$ cat src/rtl/drum_hit_detector.sv
// Drum-pad strike detector on the XADC conversion stream: finds the peak over a
// fixed number of drdy samples, emits a hit pulse with 7-bit velocity, then locks out ringing.
module drum_hit_detector #(
  parameter logic [11:0] THRESHOLD      = 12'h200,
  parameter logic [11:0] RELEASE        = 12'h100,
  parameter int unsigned PEAK_SAMPLES   = 8,
  parameter logic [15:0] HOLDOFF_CYCLES = 16'd50000
) (
  input  logic        CLK100MHZ,
  input  logic        reset,
  input  logic        drdy,
  input  logic [15:0] data_in,
  output logic        hit,
  output logic [6:0]  velocity,
  output logic [7:0]  hit_count,
  output logic        busy
);

  typedef enum logic [1:0] {IDLE, ATTACK, HOLDOFF} state_t;

  localparam logic [7:0] LAST_IDX = 8'(PEAK_SAMPLES - 1);

  state_t      state, state_next;
  logic [11:0] peak;
  logic [7:0]  win_cnt;
  logic [15:0] hold_cnt;

  logic [11:0] sample;
  logic [11:0] peak_max;
  logic        trigger;
  logic        window_done;
  logic        unused_nibble;

  assign sample        = data_in[15:4];
  assign unused_nibble = ^data_in[3:0];
  assign peak_max      = (sample > peak) ? sample : peak;
  assign busy          = (state != IDLE);

  // NOTE: every signal written here gets a default first so no path leaves it
  // unassigned -- otherwise synthesis infers a latch to hold the old value.
  always_comb begin
    state_next  = state;
    trigger     = 1'b0;
    window_done = 1'b0;
    case (state)
      IDLE: begin
        if (drdy && sample >= THRESHOLD) begin
          trigger    = 1'b1;
          state_next = ATTACK;
        end
      end
      ATTACK: begin
        // Sub-threshold samples inside the window still count toward it.
        if (drdy && win_cnt == LAST_IDX) begin
          window_done = 1'b1;
          state_next  = HOLDOFF;
        end
      end
      HOLDOFF: begin
        // Only a quiet sample after the hold-off timer expires re-arms the pad.
        if (hold_cnt == 16'd0 && drdy && sample < RELEASE) state_next = IDLE;
      end
      default: state_next = IDLE;
    endcase
  end

  // NOTE: clocked state uses non-blocking assignments so every register samples
  // pre-edge values, independent of statement order.
  always_ff @(posedge CLK100MHZ or posedge reset) begin
    if (reset) state <= IDLE;
    else       state <= state_next;
  end

  always_ff @(posedge CLK100MHZ or posedge reset) begin
    if (reset) begin
      hit       <= 1'b0;
      velocity  <= 7'd0;
      hit_count <= 8'd0;
      peak      <= 12'd0;
      win_cnt   <= 8'd0;
      hold_cnt  <= 16'd0;
    end else begin
      hit <= window_done;

      if (trigger) begin
        peak    <= sample;
        win_cnt <= 8'd1;
      end else if (state == ATTACK && drdy && !window_done) begin
        peak    <= peak_max;
        win_cnt <= win_cnt + 8'd1;
      end

      if (window_done) begin
        velocity  <= peak_max[11:5];
        hit_count <= hit_count + 8'd1;
        hold_cnt  <= HOLDOFF_CYCLES;
      end else if (state == HOLDOFF && hold_cnt != 16'd0) begin
        hold_cnt <= hold_cnt - 16'd1;
      end
    end
  end

endmodule

$ cat config.mk
export PLATFORM = sky130hd
export DESIGN_NAME = drum_hit_detector
export DESIGN_NICKNAME = d
export VERILOG_FILES = /design/src/rtl/drum_hit_detector.sv
export SDC_FILE = /design/constraint.sdc
export NUM_CORES = 1
export LEC_CHECK = 0
export BUFFER_PORTS_ARGS = -buffer_cell sky130_fd_sc_hd__clkbuf_2
export CORE_MARGIN = 10
export CORE_UTILIZATION = 52
export DETAILED_ROUTE_END_ITERATION = 8
export GPL_TIMING_DRIVEN = 0
export PLACE_DENSITY_LB_ADDON = 0.15
export SKIP_LAST_GASP = 1
export SYNTH_ARGS = -nofsm -noshare
export SYNTH_HDL_FRONTEND = slang
export SYNTH_SLANG_ARGS = --single-unit
export TNS_END_PERCENT = 50
$ cat constraint.sdc
create_clock -name CLK100MHZ -period 2.5 [get_ports CLK100MHZ]
set_clock_uncertainty 0.2 [all_clocks]
set_input_delay 0 -clock CLK100MHZ [delete_from_list [all_inputs] [get_ports CLK100MHZ]]
set_output_delay 0 -clock CLK100MHZ [all_outputs]
set_load 0.05 [all_outputs]
======== Word level (Yosys, flattened, before mapping) ========
Cells that the tools add are included.
cells by class
  equal/unequal tests ..................... 6
  reductions and logical operators ........ 17
  add/subtract/negate cells ............... 3
  muxes and demuxes ....................... 15
  order comparisons ....................... 3
operators with widths
  operator                                                                                count
  12-bit 2-to-1 mux                                                                       3
  16-bit 2-to-1 mux                                                                       2
  8-bit by 1-bit adder with 8-bit output (second input constant)                          2
  16-bit logical NOT                                                                      1
  8-bit 2-to-1 mux                                                                        2
  16-bit nonzero test                                                                     1
  16-bit by 1-bit subtractor with 16-bit output (second input constant)                   1
  12-bit by 10-bit greater-or-equal comparator with 1-bit output (second input constant)  1
  12-bit greater-than comparator                                                          1
  12-bit by 9-bit < comparator with 1-bit output (second input constant)                  1
  8-bit by 3-bit equality test with 1-bit output (second input constant)                  1
  2-bit nonzero test                                                                      4
  1-bit logical AND                                                                       7
  2-bit 2-to-1 mux                                                                        3
  2-bit inequality test (second input constant)                                           3
  2-bit case mux with 3 select lines                                                      1
  1-bit 2-to-1 mux                                                                        4
  3-bit AND reduction                                                                     1
  2-bit by 1-bit equality test with 1-bit output (second input constant)                  1
  2-bit equality test (second input constant)                                             1
  2-bit logical NOT                                                                       1
  2-bit AND reduction                                                                     1
  1-bit logical NOT                                                                       1
word-level totals
  flip-flop bits (word level) ............. 54
  output and inout bits ................... 17
  input bits .............................. 19
  word-level logic and storage cells ...... 52

======== Longest topological paths before layout ========
Gate-level depths: netlist (run 1).
  word-level depth ........................ 8
  mapped depth ............................ 9
  gate-level depth less buffers ........... 8

======== Worst setup path before layout (run 1) ========
Ideal clock, no wire load.
  path type ............................... register to register
  start ................................... register peak[3]
  end ..................................... register peak[0]
  library setup time ...................... 0.125 ns
  data arrival time ....................... 2.369 ns
  cell stages (with the launch flop) ...... 10
  required time ........................... 2.175 ns
  slack ................................... -0.194 ns
  path buffers ............................ 1
  period minus slack after synthesis ...... 2.694 ns
  path through ............................ dfrtp_1 inv_1 ha_1 and3_1 a221o_1 a221o_1 o21a_1 a21oi_2 buf_6 mux2_2
between the ends
  longest elaborated chain between the ends .. 3
ends and longest elaborated chain
  element                               RTL line  source
  from (decl)                           24        logic [11:0] peak;
  from (signal assigned)                86        peak <= sample;
  from (signal assigned)                89        peak <= peak_max;
  12-bit greater-than comparator        36        assign peak_max = (sample > peak) ? sample : peak;
  2-bit nonzero test (no source line)   --
  2-bit AND reduction (no source line)  --
Every way passes these cells.
A chain may end at the register's enable or synchronous reset.

======== Final worst setup path (run 1) ========
  start ................................... register peak[1]
  end ..................................... register peak[4]
Same word-level chain as after synthesis.

==> impl_metrics.prom, run 1 <==
# TYPE chip_impl_metric gauge
chip_impl_metric{name="drt.antenna.violating_nets",unit=""} 0
chip_impl_metric{name="via_count",unit=""} 2064
chip_impl_metric{name="timing.final.max_slew_violations",unit=""} 0
chip_impl_metric{name="first_global_vias",unit=""} 2139
chip_impl_metric{name="synth-warning-count",unit=""} 0
chip_impl_info{name="critical_path.reg2reg.endpoint",value="peak[4]$_DFFE_PP0P_"} 1
chip_impl_metric{name="achievable-frequency",unit="MHz"} 367
chip_impl_metric{name="yosys_register_bits",unit=""} 54
chip_impl_metric{name="max-vdd-ir-drop",unit="mV"} 0.325
chip_impl_metric{name="row_count",unit=""} 26
chip_impl_info{name="failed_checks",value="setup timing"} 1
chip_impl_metric{name="slew_worst_pin",unit="ns"} 0.645
chip_impl_metric{name="die_area",unit="µm²"} 8530
chip_impl_metric{name="place_congestion",unit=""} 0.820
chip_impl_metric{name="power.static_leakage",unit="µW"} 0.00161
chip_impl_metric{name="chipHeight",unit="µm"} 92.4
chip_impl_metric{name="aggregate_negative_setup_slack",unit="ns"} -2.93
chip_impl_info{name="most_common_cell_in_the_synthesized_netlist",value="sky130_fd_sc_hd__dfrtp_1"} 1
chip_impl_metric{name="placement.cell_area",unit="µm²"} 3020
chip_impl_metric{name="initial_core_util",unit=""} 0.533
chip_impl_metric{name="final_min_period_over_clock_period",unit=""} 1.09
chip_impl_metric{name="synthesis.instances",unit=""} 252
chip_impl_metric{name="numCtsBuffers",unit=""} 5
chip_impl_metric{name="via_density",unit=""} 5.31
chip_impl_metric{name="dr_wl_met3",unit="µm"} 340
chip_impl_metric{name="worst_r2r_path_depth",unit=""} 9
chip_impl_metric{name="seqCellArea",unit="µm²"} 1350
chip_impl_metric{name="synth_edf_count",unit=""} 0
chip_impl_info{name="tritoncts_clock_tree",value="yes"} 1
chip_impl_metric{name="cts_num_sinks",unit=""} 54
chip_impl_metric{name="worst-endpoint-required",unit="ns"} 2.50
chip_impl_info{name="rsz0062_at_grt",value="true"} 1
chip_impl_metric{name="synth-async-reset-ratio",unit=""} 1.00
chip_impl_metric{name="global_route.usage.total",unit=""} 0.139
chip_impl_info{name="synth_top_cell_by_area",value="sky130_fd_sc_hd__dfrtp_1"} 1
chip_impl_info{name="cts_root_buf",value="sky130_fd_sc_hd__clkbuf_8"} 1
chip_impl_metric{name="crit_path_max_fanout",unit=""} 5
chip_impl_metric{name="timing.slew.headroom",unit=""} 0.569
chip_impl_metric{name="worst_setup_hold_path_clk_slew",unit="ns"} 0.09
chip_impl_metric{name="regToRegSetupSlack",unit="ns"} -0.22
chip_impl_metric{name="avg_cell_area_syn",unit="µm²"} 10.8
chip_impl_info{name="reg2reg_from",value="peak[1]$_DFFE_PP0P_"} 1
chip_impl_info{name="hold-path-endpoint",value="peak[1]$_DFFE_PP0P_"} 1
chip_impl_metric{name="dpl.hpwl",unit="µm"} 4010
chip_impl_metric{name="drt-pass1-iter-count",unit=""} 4
chip_impl_metric{name="worst-endpoint-arrival",unit="ns"} 2.73
chip_impl_metric{name="drive_gt1_frac",unit=""} 0.282
chip_impl_metric{name="die_x",unit="µm"} 92.4
chip_impl_metric{name="port_buffers",unit=""} 31
chip_impl_metric{name="count_of_max_cap_constraint_violations",unit=""} 0
chip_impl_metric{name="fp.coreArea",unit="µm²"} 5110
chip_impl_info{name="hold_path.startpoint",value="data_in[5]"} 1
chip_impl_metric{name="drt_wl_total",unit="µm"} 5920
chip_impl_metric{name="powerDensity",unit="nW/µm²"} 540
chip_impl_metric{name="dpl_worst_slack",unit="ns"} -0.299
chip_impl_metric{name="clk-insertion-delay-late",unit="ns"} 0.31
chip_impl_info{name="timing.critical_path.from_type",value="flop"} 1
chip_impl_metric{name="wl_met2",unit="µm"} 2740
chip_impl_metric{name="layout-area-overhead-vs-synth",unit="%"} 26.9
chip_impl_metric{name="pin_count_of_the_biggest_net_entering_global_routing",unit=""} 40
chip_impl_metric{name="drc_errors",unit=""} 0
chip_impl_metric{name="final_core_util",unit=""} 0.677
chip_impl_info{name="hold_removal_path_class",value="in -> reg"} 1
chip_impl_metric{name="synth_cell_type_count",unit=""} 44
chip_impl_metric{name="postLayoutSetupSlackWorst",unit="ns"} -0.223
chip_impl_info{name="synth-main-ff-cell",value="sky130_fd_sc_hd__dfrtp_1"} 1
chip_impl_info{name="critical_path_class",value="reg -> reg"} 1
chip_impl_metric{name="hold_viol",unit=""} 0
chip_impl_metric{name="met1Wirelength",unit="µm"} 2770
chip_impl_metric{name="max-clock-path-buffers",unit=""} 2
chip_impl_metric{name="gr-total-overflow",unit=""} 0
chip_impl_metric{name="antenna_cells",unit=""} 0
chip_impl_metric{name="finalInstanceArea",unit="µm²"} 3460
chip_impl_metric{name="grt_first_pass_wirelength",unit="µm"} 9760
chip_impl_metric{name="finalNetCount",unit=""} 354
chip_impl_metric{name="htreeDepth",unit=""} 2
chip_impl_metric{name="number_of_top_level_design_ports",unit=""} 36
chip_impl_info{name="top_layer_used",value="met4"} 1
chip_impl_metric{name="synth.net_count",unit=""} 287
chip_impl_metric{name="initialDrtViolationCount",unit=""} 72
chip_impl_info{name="yosys-top-cells-area",value="sky130_fd_sc_hd__dfrtp_1, sky130_fd_sc_hd__ha_1, sky130_fd_sc_hd__xor2_1"} 1
chip_impl_metric{name="whs_path_depth",unit=""} 3
chip_impl_info{name="cp-end-kind",value="flop"} 1
chip_impl_metric{name="initial_antenna_violation_count",unit=""} 0
chip_impl_metric{name="synth_area",unit="µm²"} 2720
chip_impl_metric{name="setup-violations-final",unit=""} 19
chip_impl_info{name="outcome",value="finished with violations"} 1
chip_impl_metric{name="routed_wire_length_per_instance",unit="µm"} 15.2
chip_impl_metric{name="finalCriticalPeriod",unit="ns"} 2.72
chip_impl_metric{name="yosysSeqAreaShare",unit=""} 0.496
chip_impl_metric{name="nFillCells",unit=""} 393
chip_impl_metric{name="yosys.area.top_type_share",unit=""} 0.496
chip_impl_metric{name="multiInputGateArea",unit="µm²"} 1400
chip_impl_info{name="synth.top_cells.by_count",value="sky130_fd_sc_hd__dfrtp_1, sky130_fd_sc_hd__nor2_1, sky130_fd_sc_hd__inv_1, sky130_fd_sc_hd__xor2_1"} 1
-- repair_timing --
action,CTS,global route
setup buffers,3,9
pin swaps,1,12
hold buffers,15,0
hold endpoints to repair,81,0
endpoints found under the setup margin,31,42
gates cloned,1,0
resized for setup,4,21
-- placed cells by master (no fill, tap or decap), types with 2 or more instances in the layout --
| cell | netlist | layout |
|---|---|---|
| sky130_fd_sc_hd__dfrtp_1 | 54 | 54 |
| sky130_fd_sc_hd__clkbuf_2 | 0 | 31 |
| sky130_fd_sc_hd__nor2_1 | 21 | 20 |
| sky130_fd_sc_hd__xor2_1 | 17 | 17 |
| sky130_fd_sc_hd__nand3_1 | 16 | 16 |
| sky130_fd_sc_hd__inv_1 | 17 | 15 |
| sky130_fd_sc_hd__dlygate4sd3_1 | 0 | 15 |
| sky130_fd_sc_hd__ha_1 | 16 | 14 |
| sky130_fd_sc_hd__nand2_1 | 14 | 13 |
| sky130_fd_sc_hd__buf_4 | 2 | 12 |
| sky130_fd_sc_hd__mux2_4 | 0 | 11 |
| sky130_fd_sc_hd__nand4_1 | 8 | 8 |
| sky130_fd_sc_hd__a21oi_1 | 12 | 7 |
| sky130_fd_sc_hd__xnor2_1 | 7 | 7 |
| sky130_fd_sc_hd__o22ai_1 | 7 | 5 |
| sky130_fd_sc_hd__a21oi_2 | 1 | 5 |
| sky130_fd_sc_hd__clkbuf_8 | 0 | 5 |
| sky130_fd_sc_hd__or4_1 | 4 | 4 |
| sky130_fd_sc_hd__buf_6 | 1 | 3 |
| sky130_fd_sc_hd__o31ai_1 | 3 | 3 |
| sky130_fd_sc_hd__nand4b_1 | 3 | 3 |
| sky130_fd_sc_hd__o21ai_0 | 3 | 3 |
| sky130_fd_sc_hd__or3_1 | 2 | 2 |
| sky130_fd_sc_hd__and3_1 | 3 | 2 |
| sky130_fd_sc_hd__a21o_1 | 2 | 2 |
| sky130_fd_sc_hd__a221o_1 | 2 | 2 |
| sky130_fd_sc_hd__o211ai_1 | 2 | 2 |
| sky130_fd_sc_hd__nor3_1 | 2 | 2 |
| sky130_fd_sc_hd__nor2b_1 | 2 | 2 |
| sky130_fd_sc_hd__mux2_2 | 13 | 2 |
| sky130_fd_sc_hd__o22ai_2 | 0 | 2 |
| sky130_fd_sc_hd__ha_4 | 0 | 2 |
| sky130_fd_sc_hd__clkinv_2 | 0 | 2 |
-- sequential cells by signal (all words and copies together), names as in the netlist --
signal,flops
hit,1
hit_count,8
hold_cnt,16
peak,12
state,2
velocity,7
win_cnt,8
-- cells by family after synthesis --
kind of cell	Yosys count	share of synthesized area
and+or+nand+nor	86	0.175
AOI/OAI and AO/OA	36	0.0846
xor gates and xnor gates	24	0.0772
muxes	14	0.0574
buffers and inverters	22	0.0363
DFF	54	0.496
adders and majority gates	16	0.0735
-- worst max path at each step --
stage / start / end / slack (ns) / cells past startpoint
finish: peak[1]$_DFFE_PP0P_ / peak[4]$_DFFE_PP0P_ / -0.22 / 9
global route: peak[1]$_DFFE_PP0P_ / peak[4]$_DFFE_PP0P_ / -0.30 / 9
CTS: peak[2]$_DFFE_PP0P_ / peak[4]$_DFFE_PP0P_ / -0.25 / 9
detailed placement: win_cnt[0]$_DFFE_PP0P_ / peak[10]$_DFFE_PP0P_ / -0.30 / 7
global placement: win_cnt[0]$_DFFE_PP0P_ / peak[5]$_DFFE_PP0P_ / -0.29 / 7
floorplan: peak[2]$_DFFE_PP0P_ / peak[0]$_DFFE_PP0P_ / -0.11 / 9
-- metrics by stage --
| step | std cells | power (µW) | hold slack [ns] |
|---|---|---|---|
| 2_1_floorplan | 252 | 1280 | -0.0893 |
| 5_1_grt | 389 | 1980 | 0.269 |
| 3_5_place_dp | 354 | 1370 | -0.221 |
| 6_report | 389 | 1870 | 0.270 |
| 3_3_place_gp | 353 | 1360 | 0.0509 |
| 4_1_cts | 380 | 1870 | 0.264 |
-- metal layers --
metal,GRT usage,vias to the layer above
met2,0.223,41
met3,0.0492,6
met5,0,-
li1,-,1028
met1,0.171,989
met4,0.0488,0
-- power breakdown --
part           total [µW]  switching [µW]  internal [µW]  leakage [µW]
Clock                 466             277            189     0.0000438
Combinational         363             185            178      0.000892
Sequential           1040            80.5            957      0.000671
Total                1870             542           1320       0.00161
-- cell type report --
type,instances,share of cell area
Timing Repair Buffer,60,0.123
Clock inverter,2,0.00290
Buffer,5,0.0134
Multi-Input combinational cell,176,0.405
Clock buffer,5,0.0199
Sequential cell,54,0.391
Inverter,17,0.0192
Tap cell,70,0.0253
-- critical path: stages (launching register included) --
cell	delay, ns
sky130_fd_sc_hd__dfrtp_1	0.37
sky130_fd_sc_hd__inv_1	0.05
sky130_fd_sc_hd__ha_1	0.27
sky130_fd_sc_hd__and3_4	0.18
sky130_fd_sc_hd__a221o_1	0.31
sky130_fd_sc_hd__a221o_1	0.35
sky130_fd_sc_hd__o21a_2	0.24
sky130_fd_sc_hd__a21oi_4	0.18
sky130_fd_sc_hd__buf_6	0.17
sky130_fd_sc_hd__mux2_4	0.30
(Power assumes the default switching activity.)
==> run 2: changes to the inputs <==
ABC_AREA = 1   (was not set)
CORE_UTILIZATION = 53   (was 52)
==> run 2 against run 1 <==
  * The run now ends clean
  * Clock power is 32% higher
  * Sequential power increased by 42%
  * Register-to-register slack better by 0.57 ns
  * Die area is 13% higher
  * Global-route usage increased by 0.58 points
  * First-iteration DRC count up 54%
  * Power increased by 120%
  * Synthesized cell count rose by 57%
  * Critical path depth is 5 higher
  * Cell count up 35%
  * Synthesized area up 19%
  * Design area rose by 9.0%
==> impl_metrics.prom, run 2 <==
# TYPE chip_impl_metric gauge
chip_impl_metric{name="antenna_cells",unit=""} 0
chip_impl_metric{name="via_density",unit=""} 5.05
chip_impl_metric{name="die_area",unit="µm²"} 9640
chip_impl_metric{name="max_reg_flops",unit=""} 16
chip_impl_metric{name="dpl.hpwl",unit="µm"} 5070
chip_impl_metric{name="dpl_worst_slack",unit="ns"} 0.373
chip_impl_metric{name="final_min_period_over_clock_period",unit=""} 0.860
chip_impl_info{name="yosys-top-cells-area",value="sky130_fd_sc_hd__dfrtp_1, sky130_fd_sc_hd__nand2_1, sky130_fd_sc_hd__ha_1"} 1
chip_impl_metric{name="drt.antenna.violating_nets",unit=""} 0
chip_impl_metric{name="drive_gt1_frac",unit=""} 0.203
chip_impl_info{name="tritoncts_clock_tree",value="yes"} 1
chip_impl_info{name="largestRegisters",value="hold_cnt: 16 flops, peak: 12 flops"} 1
chip_impl_metric{name="aggregate_negative_setup_slack",unit="ns"} 0
chip_impl_info{name="crit_path_top_delay_cell",value="sky130_fd_sc_hd__dfrtp_1"} 1
chip_impl_metric{name="powerDensity",unit="nW/µm²"} 1090
chip_impl_metric{name="fp.coreArea",unit="µm²"} 5920
chip_impl_info{name="worstSetupStartpoint",value="peak[11]$_DFFE_PP0P_"} 1
chip_impl_info{name="synth_top_cell_by_area",value="sky130_fd_sc_hd__dfrtp_1"} 1
chip_impl_metric{name="hold_viol",unit=""} 0
chip_impl_metric{name="drc_errors",unit=""} 0
chip_impl_info{name="reg2reg_from",value="peak[11]$_DFFE_PP0P_"} 1
chip_impl_metric{name="chipHeight",unit="µm"} 98.2
chip_impl_info{name="synth-main-ff-cell",value="sky130_fd_sc_hd__dfrtp_1"} 1
chip_impl_info{name="cp-end-kind",value="flop"} 1
chip_impl_metric{name="count_of_max_cap_constraint_violations",unit=""} 0
chip_impl_metric{name="numCtsBuffers",unit=""} 5
chip_impl_metric{name="synth.net_count",unit=""} 430
chip_impl_metric{name="slew_worst_pin",unit="ns"} 0.410
chip_impl_info{name="most_common_cell_in_the_synthesized_netlist",value="sky130_fd_sc_hd__nand2_1"} 1
chip_impl_info{name="cts_root_buf",value="sky130_fd_sc_hd__clkbuf_8"} 1
chip_impl_metric{name="synthesis.instances",unit=""} 395
chip_impl_metric{name="max-vdd-ir-drop",unit="mV"} 0.544
chip_impl_info{name="layout_commonest_cell",value="sky130_fd_sc_hd__nand2_1"} 1
chip_impl_metric{name="finalNetCount",unit=""} 483
chip_impl_metric{name="holdWs",unit="ns"} 0.0136
chip_impl_metric{name="initial_antenna_violation_count",unit=""} 0
chip_impl_metric{name="total_power",unit="µW"} 4100
chip_impl_metric{name="max-clock-path-buffers",unit=""} 2
chip_impl_metric{name="initial_core_util",unit=""} 0.547
chip_impl_info{name="rsz0062_at_grt",value="false"} 1
chip_impl_metric{name="crit_path_max_fanout",unit=""} 10
chip_impl_metric{name="layout-area-overhead-vs-synth",unit="%"} 16.2
chip_impl_info{name="outcome",value="completed"} 1
chip_impl_metric{name="drt-pass1-iter-count",unit=""} 4
chip_impl_metric{name="drt_wl_total",unit="µm"} 6910
chip_impl_metric{name="power.static_leakage",unit="µW"} 0.00191
chip_impl_metric{name="synth-warning-count",unit=""} 0
chip_impl_metric{name="number_of_top_level_design_ports",unit=""} 36
chip_impl_metric{name="cp.buffers_inverters",unit=""} 3
chip_impl_metric{name="global_route.usage.total",unit=""} 0.145
chip_impl_metric{name="routed_wire_length_per_instance",unit="µm"} 13.2
chip_impl_metric{name="via_count",unit=""} 2645
chip_impl_metric{name="achievable-frequency",unit="MHz"} 465
chip_impl_metric{name="htreeDepth",unit=""} 2
chip_impl_metric{name="gr-total-overflow",unit=""} 0
chip_impl_info{name="mostFrequentLayoutCells",value="sky130_fd_sc_hd__nand2_1, sky130_fd_sc_hd__dfrtp_1, sky130_fd_sc_hd__inv_1, sky130_fd_sc_hd__nor2_1, sky130_fd_sc_hd__clkbuf_2"} 1
chip_impl_metric{name="avg_cell_area_syn",unit="µm²"} 8.20
chip_impl_info{name="timing.critical_path.cells",value="inv_1, ha_1, nand2_1, inv_2, nand2_2, nor2_2, nand2_1, nand3_1, nand2_2, nand2_4, nand2_4, buf_12, nand2_2, nand2_1"} 1
chip_impl_metric{name="placement.cell_area",unit="µm²"} 3510
chip_impl_metric{name="cpPeakStageDelay",unit="ns"} 0.38
chip_impl_metric{name="grt_first_pass_wirelength",unit="µm"} 12100
chip_impl_metric{name="initialDrtViolationCount",unit=""} 111
chip_impl_metric{name="synth_area",unit="µm²"} 3240
chip_impl_metric{name="synth_edf_count",unit=""} 0
chip_impl_metric{name="worst_setup_hold_path_clk_slew",unit="ns"} 0.10
chip_impl_metric{name="pin_count_of_the_biggest_net_entering_global_routing",unit=""} 38
chip_impl_metric{name="first_global_vias",unit=""} 2650
chip_impl_metric{name="yosys_register_bits",unit=""} 54
chip_impl_metric{name="clk-insertion-delay-late",unit="ns"} 0.31
chip_impl_metric{name="setup-violations-final",unit=""} 0
chip_impl_info{name="timing.critical_path.from_type",value="flop"} 1
chip_impl_info{name="max_flop_register",value="hold_cnt"} 1
chip_impl_metric{name="synth-async-reset-ratio",unit=""} 1.00
chip_impl_metric{name="worst-endpoint-required",unit="ns"} 2.51
chip_impl_metric{name="postLayoutSetupSlackWorst",unit="ns"} 0.351
chip_impl_metric{name="regToRegSetupSlack",unit="ns"} 0.35
chip_impl_metric{name="finalInstanceArea",unit="µm²"} 3770
chip_impl_info{name="critical_path.top_delay_family",value="simple AND/OR/NAND/NOR gates"} 1
chip_impl_info{name="critical_path_class",value="reg -> reg"} 1
chip_impl_metric{name="timing.final.max_slew_violations",unit=""} 0
chip_impl_metric{name="row_count",unit=""} 28
chip_impl_metric{name="synth_cell_type_count",unit=""} 33
chip_impl_metric{name="yosysSeqAreaShare",unit=""} 0.417
chip_impl_metric{name="nFillCells",unit=""} 531
chip_impl_metric{name="cts_num_sinks",unit=""} 54
chip_impl_info{name="hold_removal_path_class",value="in -> async"} 1
chip_impl_metric{name="port_buffers",unit=""} 31
chip_impl_metric{name="worst-endpoint-arrival",unit="ns"} 2.16
chip_impl_metric{name="die_x",unit="µm"} 98.2
chip_impl_metric{name="place_congestion",unit=""} 0.814
chip_impl_metric{name="finalCriticalPeriod",unit="ns"} 2.15
chip_impl_info{name="synth.top_cells.by_count",value="sky130_fd_sc_hd__nand2_1, sky130_fd_sc_hd__dfrtp_1, sky130_fd_sc_hd__inv_1"} 1
chip_impl_metric{name="yosys.area.top_type_share",unit=""} 0.417
chip_impl_metric{name="postCtsResizedCells",unit=""} 0
chip_impl_metric{name="timing.slew.headroom",unit=""} 0.726
## run 2: cell count changes after synthesis, moves of 8 or more
cell,delta
sky130_fd_sc_hd__nor2_1,+18
sky130_fd_sc_hd__nand2_2,+14
sky130_fd_sc_hd__mux2_2,-13
sky130_fd_sc_hd__inv_1,+30
sky130_fd_sc_hd__nand2_1,+79
sky130_fd_sc_hd__o21ai_1,+13
sky130_fd_sc_hd__o21ai_2,+10
sky130_fd_sc_hd__a21oi_1,-8
## run 2: worst paths after layout
kind,endpoint,depth (start not counted)
setup / recovery,peak[7]$_DFFE_PP0P_,14
hold / removal,win_cnt[5]$_DFFE_PP0P_,3
setup reg to reg,peak[7]$_DFFE_PP0P_,14
hold reg to reg,peak[1]$_DFFE_PP0P_,2
max in group asynchronous,hold_cnt[13]$_DFFE_PP0P_,4
min in group CLK100MHZ,peak[4]$_DFFE_PP0P_,4
## run 2: per-layer routing
layer | track usage | part of all wire | up-vias
met5 | 0 | 0 | -
met4 | 0.0353 | 0.011 | 0
met3 | 0.0289 | 0.025 | 8
met2 | 0.266 | 0.50 | 32
met1 | 0.168 | 0.47 | 1235
li1 | - | - | 1370
## run 2: metrics by stage
step / util / instances
floorplan: - / 395
global placement: 0.589 / 501
detailed placement: 0.593 / 502
CTS: 0.636 / 524
global route: 0.636 / 524
finish: 0.636 / 524
## run 2: where the power goes
group	internal (µW)	leakage [µW]	switching (µW)
combinational	705	0.00116	1310
clock	306	0.0000591	308
sequential	1200	0.000683	276
total	2210	0.00191	1890
## run 2: logic make-up after synthesis
| kind of cell | count (synthesis) | synth area share |
|---|---|---|
| AND/OR/NAND/NOR | 197 | 0.286 |
| flip-flops | 54 | 0.417 |
| AO/OA/AOI/OAI | 45 | 0.0903 |
| adder cells (fa/ha/maj) | 16 | 0.0618 |
| buffers and inverters | 60 | 0.0830 |
| XOR/XNOR | 23 | 0.0622 |
## run 2: layout make-up
type	instances	area, µm²	area share
plain buffers	8	66.3	0.0176
clock buffers	5	68.8	0.0183
clock inverters	3	47.5	0.0126
inverters	52	203	0.0538
multi-input cells	281	1620	0.430
flip-flops and latches	54	1350	0.359
well taps	75	93.8	0.0249
repair buffers	46	315	0.0837
## run 2: what timing repair did
action | 4_1_cts | 5_1_grt
hold endpoints to repair | 78 | 0
buffers inserted | 0 | 0
hold buffers | 14 | 0
## run 2: tightest hold or removal path: stages
cell                            delay (ns)
sky130_fd_sc_hd__dlygate4sd3_1        0.54
sky130_fd_sc_hd__clkbuf_2             0.11
sky130_fd_sc_hd__inv_2                0.31
